`src/rtl/ql_dsp_mac_sequencer_if.sv`:
```
// ql_dsp_mac_sequencer_if: job, operand stream, result and DSP-side signals of the MAC sequencer
interface ql_dsp_mac_sequencer_if #(
    parameter int NBITS_A   = 20,
    parameter int NBITS_B   = 18,
    parameter int NBITS_Z   = 38,
    parameter int NBITS_LEN = 8
);
    logic                        start_i;
    logic [NBITS_LEN-1:0]        len_i;
    logic                        busy_o;
    logic                        done_o;
    logic                        op_valid_i;
    logic                        op_ready_o;
    logic signed [NBITS_A-1:0]   op_a_i;
    logic signed [NBITS_B-1:0]   op_b_i;
    logic                        res_valid_o;
    logic                        res_ready_i;
    logic signed [NBITS_Z-1:0]   res_data_o;
    logic signed [NBITS_A-1:0]   dsp_a_o;
    logic signed [NBITS_B-1:0]   dsp_b_o;
    logic                        dsp_load_acc_o;
    logic [2:0]                  dsp_feedback_o;
    logic signed [NBITS_Z-1:0]   dsp_z_i;

    modport slave (
        input  start_i, len_i, op_valid_i, op_a_i, op_b_i, res_ready_i, dsp_z_i,
        output busy_o, done_o, op_ready_o, res_valid_o, res_data_o,
               dsp_a_o, dsp_b_o, dsp_load_acc_o, dsp_feedback_o
    );

    modport master (
        output start_i, len_i, op_valid_i, op_a_i, op_b_i, res_ready_i, dsp_z_i,
        input  busy_o, done_o, op_ready_o, res_valid_o, res_data_o,
               dsp_a_o, dsp_b_o, dsp_load_acc_o, dsp_feedback_o
    );
endinterface

```
`src/rtl/ql_dsp_mac_sequencer.sv`:
```
// ql_dsp_mac_sequencer: streams an N-element signed dot product through one full-mode ql_dsp_tsmc
module ql_dsp_mac_sequencer #(
    parameter int NBITS_A   = 20,
    parameter int NBITS_B   = 18,
    parameter int NBITS_Z   = 38,
    parameter int NBITS_LEN = 8,
    parameter int DSP_LAT   = 2
) (
    input logic                   clock_i,
    input logic                   reset_n_i,
    ql_dsp_mac_sequencer_if.slave bus
);
    typedef enum logic [1:0] {IDLE, RUN, DRAIN, HOLD} state_t;

    state_t               state;
    logic [NBITS_LEN-1:0] remaining;
    logic [3:0]           drain;
    logic                 first;
    logic                 accept;

    assign accept     = bus.op_valid_i & bus.op_ready_o;
    assign bus.done_o = bus.res_valid_o & bus.res_ready_i;

    // Drain covers the registered drive stage plus DSP latency, so Z is captured once it holds the last product
    always_ff @(posedge clock_i or negedge reset_n_i) begin
        if (!reset_n_i) begin
            state              <= IDLE;
            remaining          <= '0;
            drain              <= '0;
            first              <= 1'b0;
            bus.busy_o         <= 1'b0;
            bus.op_ready_o     <= 1'b0;
            bus.res_valid_o    <= 1'b0;
            bus.res_data_o     <= '0;
            bus.dsp_a_o        <= '0;
            bus.dsp_b_o        <= '0;
            bus.dsp_load_acc_o <= 1'b0;
            bus.dsp_feedback_o <= 3'b000;
        end else begin
            bus.dsp_load_acc_o <= accept;
            bus.dsp_a_o        <= accept ? bus.op_a_i : {NBITS_A{1'b0}};
            bus.dsp_b_o        <= accept ? bus.op_b_i : {NBITS_B{1'b0}};
            bus.dsp_feedback_o <= (accept && first) ? 3'b001 : 3'b000;
            case (state)
                IDLE: if (bus.start_i) begin
                    bus.busy_o <= 1'b1;
                    if (bus.len_i != '0) begin
                        remaining      <= bus.len_i;
                        first          <= 1'b1;
                        bus.op_ready_o <= 1'b1;
                        state          <= RUN;
                    end else begin
                        bus.res_data_o  <= {NBITS_Z{1'b0}};
                        bus.res_valid_o <= 1'b1;
                        state           <= HOLD;
                    end
                end
                RUN: if (accept) begin
                    first     <= 1'b0;
                    remaining <= remaining - 1'b1;
                    if (remaining == NBITS_LEN'(1)) begin
                        bus.op_ready_o <= 1'b0;
                        drain          <= 4'(DSP_LAT + 1);
                        state          <= DRAIN;
                    end
                end
                DRAIN: begin
                    drain <= drain - 4'd1;
                    if (drain == 4'd1) begin
                        bus.res_data_o  <= bus.dsp_z_i;
                        bus.res_valid_o <= 1'b1;
                        state           <= HOLD;
                    end
                end
                HOLD: if (bus.res_ready_i) begin
                    bus.res_valid_o <= 1'b0;
                    bus.busy_o      <= 1'b0;
                    state           <= IDLE;
                end
                default: state <= IDLE;
            endcase
        end
    end
endmodule
```
`src/flat_wrapper.sv`:
```
// flat-port wrapper written by rule: the top's interface ports become plain ports
module ql_dsp_mac_sequencer_flat 
#(
    parameter int NBITS_A   = 20,
    parameter int NBITS_B   = 18,
    parameter int NBITS_Z   = 38,
    parameter int NBITS_LEN = 8,
    parameter int DSP_LAT   = 2
)
  (clock_i, reset_n_i, bus_start_i, bus_len_i, bus_op_valid_i, bus_op_a_i, bus_op_b_i, bus_res_ready_i, bus_dsp_z_i, bus_busy_o, bus_done_o, bus_op_ready_o, bus_res_valid_o, bus_res_data_o, bus_dsp_a_o, bus_dsp_b_o, bus_dsp_load_acc_o, bus_dsp_feedback_o);
  ql_dsp_mac_sequencer_if #(.NBITS_A(NBITS_A), .NBITS_B(NBITS_B), .NBITS_Z(NBITS_Z), .NBITS_LEN(NBITS_LEN)) bus_i ();
  input logic clock_i;
  input logic reset_n_i;
  input wire logic [$bits(bus_i.start_i)-1:0] bus_start_i;
  input wire logic [$bits(bus_i.len_i)-1:0] bus_len_i;
  input wire logic [$bits(bus_i.op_valid_i)-1:0] bus_op_valid_i;
  input wire logic [$bits(bus_i.op_a_i)-1:0] bus_op_a_i;
  input wire logic [$bits(bus_i.op_b_i)-1:0] bus_op_b_i;
  input wire logic [$bits(bus_i.res_ready_i)-1:0] bus_res_ready_i;
  input wire logic [$bits(bus_i.dsp_z_i)-1:0] bus_dsp_z_i;
  output wire logic [$bits(bus_i.busy_o)-1:0] bus_busy_o;
  output wire logic [$bits(bus_i.done_o)-1:0] bus_done_o;
  output wire logic [$bits(bus_i.op_ready_o)-1:0] bus_op_ready_o;
  output wire logic [$bits(bus_i.res_valid_o)-1:0] bus_res_valid_o;
  output wire logic [$bits(bus_i.res_data_o)-1:0] bus_res_data_o;
  output wire logic [$bits(bus_i.dsp_a_o)-1:0] bus_dsp_a_o;
  output wire logic [$bits(bus_i.dsp_b_o)-1:0] bus_dsp_b_o;
  output wire logic [$bits(bus_i.dsp_load_acc_o)-1:0] bus_dsp_load_acc_o;
  output wire logic [$bits(bus_i.dsp_feedback_o)-1:0] bus_dsp_feedback_o;
  assign bus_i.start_i = bus_start_i;
  assign bus_i.len_i = bus_len_i;
  assign bus_i.op_valid_i = bus_op_valid_i;
  assign bus_i.op_a_i = bus_op_a_i;
  assign bus_i.op_b_i = bus_op_b_i;
  assign bus_i.res_ready_i = bus_res_ready_i;
  assign bus_i.dsp_z_i = bus_dsp_z_i;
  assign bus_busy_o = bus_i.busy_o;
  assign bus_done_o = bus_i.done_o;
  assign bus_op_ready_o = bus_i.op_ready_o;
  assign bus_res_valid_o = bus_i.res_valid_o;
  assign bus_res_data_o = bus_i.res_data_o;
  assign bus_dsp_a_o = bus_i.dsp_a_o;
  assign bus_dsp_b_o = bus_i.dsp_b_o;
  assign bus_dsp_load_acc_o = bus_i.dsp_load_acc_o;
  assign bus_dsp_feedback_o = bus_i.dsp_feedback_o;
  ql_dsp_mac_sequencer #(.NBITS_A(NBITS_A), .NBITS_B(NBITS_B), .NBITS_Z(NBITS_Z), .NBITS_LEN(NBITS_LEN), .DSP_LAT(DSP_LAT)) u_core (.clock_i(clock_i), .reset_n_i(reset_n_i), .bus(bus_i));
endmodule
```
`config.mk`:
```
export PLATFORM = sky130hd
export DESIGN_NAME = ql_dsp_mac_sequencer_flat
export DESIGN_NICKNAME = d
export VERILOG_FILES = /design/src/rtl/ql_dsp_mac_sequencer_if.sv /design/src/rtl/ql_dsp_mac_sequencer.sv /design/src/flat_wrapper.sv
export SDC_FILE = /design/constraint.sdc
export NUM_CORES = 1
export LEC_CHECK = 0
export CAP_MARGIN = 5
export CORE_MARGIN = 1.5
export CORE_UTILIZATION = 45
export DETAILED_ROUTE_END_ITERATION = 6
export PLACE_DENSITY = 0.91
export SYNTH_ARGS = -nofsm -noshare
export SYNTH_HDL_FRONTEND = slang
export SYNTH_SLANG_ARGS = --single-unit
```
`constraint.sdc`:
```
create_clock -name clock_i -period 3.8 [get_ports clock_i]
set_input_delay 0.38 -clock clock_i [delete_from_list [all_inputs] [get_ports clock_i]]
set_output_delay 0.38 -clock clock_i [all_outputs]
set_load 0.01 [all_outputs]
```
==> run summary <==
Startpoint Class -> flip-flop
CTS tree -> done
Synth top area share -> 60.93%
Row cnt -> 33
PD cells -> 563.3 nW/µm²
Slowest cell on the critical path -> a21o_1
Synth Flop Type -> dfrtp_1
Worst Setup Path Type -> reg2reg
Relative slew margins -> 18.70%
Final wirelength -> 11040 µm
FMAX -> 0.3993 GHz
Number of synthesized register bits -> 96
M1 GR Usage -> 30.65%
# nets final -> 576
DR vias/cell -> 5.421
Vias after detailed routing -> 3182
Synth area leaders -> dfrtp_1 (61%), a22o_1 (8.7%), and3_1 (6.2%)
Antenna Cells -> 0
Area growth, synth to finish -> 50.90%
RePlAce Congestion -> 0.8237
Peak VDD IR -> 0.4221 mV
Initial antenna violation count -> 0
Die W -> 96.60 µm
Root buffer cell -> clkbuf_8
Sink Count -> 96
Clock Path Buffers -> 2
CP peak stage delay -> 940 ps
# port buffers -> 170
Dpl hpwl -> 7836 µm
Status -> complete, no violations
Number of setup buffers added after CTS -> 0
CTS Hold Bufs -> 0
Max-slew violations -> 0
Share of layout cells above drive strength 1 -> 6.432%
Asr flop ratio synth -> 100.0%
Iter 0 DRT Violations -> 120
Fillers -> 566
Critical path cell sequence -> inv_1 -> ha_1 -> nor2b_1 -> a21o_1 -> a22o_1
Setup violators final -> 0
Critical Path End Type -> flip-flop
Worst-path maximum fanout -> 38
RSZ-0062 raised after global routing -> false
CTS buffer count -> 9
Worst slew pin tran -> 1220 ps
R2R setup slack -> 1300 ps
RR Startpoint -> u_core.state[0]
Post-synthesis sequential area ratio -> 60.93%
Pleak -> 2.723 nW
Die ar. -> 9332 µm²
WL/cell -> 18.80 µm
Design area -> 5949 µm²
Placed cell area -> 5688 µm²
Initial core utilization -> 47.27%
Congestion Overflow GR -> 0
Pin count of the biggest net entering global routing -> 67
Worst-Skew Late Latency -> 350 ps
M2 GR Usage -> 41.80%
Reg2Reg Depth -> 5
CP arrival -> 2780 ps
Min Clock Period, post-route -> 2504 ps
First-pass GRT wire length -> 17980 µm
Clock skew -> 15.41 ps
Reg clk slew, reported paths -> 100 ps
Met3 usage in global routing -> 4.263%
DRC Markers -> 0
Fin Setup TNS -> 0 ps
Hold/Removal Path Class -> in2async
Die height -> 96.60 µm
YS warnings -> 0
Core box area -> 8341 µm²
Largest area contributor in the netlist -> dfrtp_1
WP data required -> 4080 ps
DRT Pass-1 Iters -> 4
Post-Syn Area per Cell -> 12.56 µm²
Post-Syn Area -> 3943 µm²
Post-synthesis cell count -> 314
Fin. Hold Viols -> 0
CTS H-Tree Depth -> 3
Max-Cap Viols -> 0
Tot GR Track Use -> 24.15%
Fin crit share -> 65.90%
Post-synth EDFFs -> 0
Post_cts resized -> 0
I/O pin cnt -> 173
Number of global-route vias before repair -> 3275
R2r endpoint -> u_core.bus.res_data_o[35]
Antenna-violating nets left -> 0
Netlist cell types -> 48
Most used routing layer -> met2
-- worst max-delay path by stage --
stage                               start  cells past startpoint  slack, ps                   endpoint
after floorplan           u_core.state[0]                      7       1900        u_core.remaining[3]
after global placement       bus_len_i[1]                      5       1210   u_core.bus.res_data_o[3]
after detailed placement     bus_len_i[1]                      5       1140  u_core.bus.res_data_o[22]
after CTS                 u_core.state[0]                      5       1320  u_core.bus.res_data_o[35]
after global routing      u_core.state[1]                      6       1060  u_core.bus.res_data_o[35]
final                     u_core.state[0]                      5       1300  u_core.bus.res_data_o[35]
-- report_power, final --
group          switching (mW)  internal (mW)
Combinational           0.560          0.567
Clock                   0.366          0.505
Sequential              0.150           1.20
Total                    1.08           2.27
-- cell type report --
type                    count  area, µm²  area share (%)
clock buffers               9      123.9           2.082
clock inverters             6      137.6           2.313
inverters                  15      56.30          0.9464
multi-input cells         182       1369           23.01
flip-flops and latches     96       2402           40.38
well taps                 105      131.4           2.208
repair buffers            174       1729           29.06
-- registers in the layout, indices dropped and copies added (netlist names), 2 cells and up --
| name | flops |
|---|---|
| u_core.bus.res_data_o | 38 |
| u_core.bus.dsp_a_o | 20 |
| u_core.bus.dsp_b_o | 18 |
| u_core.remaining | 8 |
| u_core.drain | 4 |
| u_core.state | 2 |
-- cell usage after synthesis, drive strengths merged, types with 3 or more instances --
cell type and number:
nand3 4, nor3 9, nand2 13, and3 39
buf 11, a21oi 10, a22o 39, nor2 4
clkbuf 11, ha 9, o21ai 5, nor4 3
o41ai 3, inv 15, dfrtp 96, a21o 4
a31oi 3
-- worst max-delay path: cells and delay by family, from the launching register on --
| family | cells | cell delay, ps |
|---|---|---|
| and+or+nand+nor | 1 | 320 |
| DFF | 1 | 420 |
| buffers and inverters | 1 | 110 |
| AOI/OAI and AO/OA | 2 | 1240 |
| adders and majority gates | 1 | 330 |
-- per-layer routing --
layer,vias to the layer above,share of wire [%]
li1,1476,-
met1,1558,41
met2,131,51
met3,17,5.6
met4,0,2.1
met5,-,0
-- per-stage QoR --
step | instances | setup slack (ps) | util (%) | power, mW | hold slack (ps)
floorplan | 315 | 1903 | - | 1.989 | 84.41
global placement | 572 | 1206 | 68.20 | 2.435 | 464.8
detailed placement | 572 | 1141 | 68.20 | 2.485 | 479.6
CTS | 587 | 1322 | 71.33 | 3.363 | 132.2
global route | 587 | 1060 | 71.33 | 3.531 | 165.6
finish | 587 | 1296 | 71.33 | 3.351 | 107.3
-- cell usage in the layout (no fill, tap or decap), drive strengths merged, types with 4 or more instances in the layout --
cell | synthesis | final
a21o | 4 | 4
a21oi | 10 | 10
a22o | 39 | 39
and3 | 39 | 39
buf | 11 | 5
bufinv | 0 | 4
clkbuf | 11 | 9
clkdlybuf4s50 | 0 | 169
dfrtp | 96 | 96
ha | 9 | 9
inv | 15 | 17
nand2 | 13 | 13
nand3 | 4 | 4
nor2 | 4 | 4
nor3 | 9 | 9
o21ai | 5 | 5
-- kinds of logic after synthesis --
| group | count (synthesis) | share of synthesized area (%) |
|---|---|---|
| buf+inv | 37 | 4.506 |
| flops | 96 | 60.93 |
| simple gates | 87 | 14.12 |
| mux | 3 | 0.7934 |
| compound gates | 81 | 16.69 |
| other cells | 1 | 0.09512 |
| fa+ha+maj | 9 | 2.856 |
(Power assumes the default switching activity.)
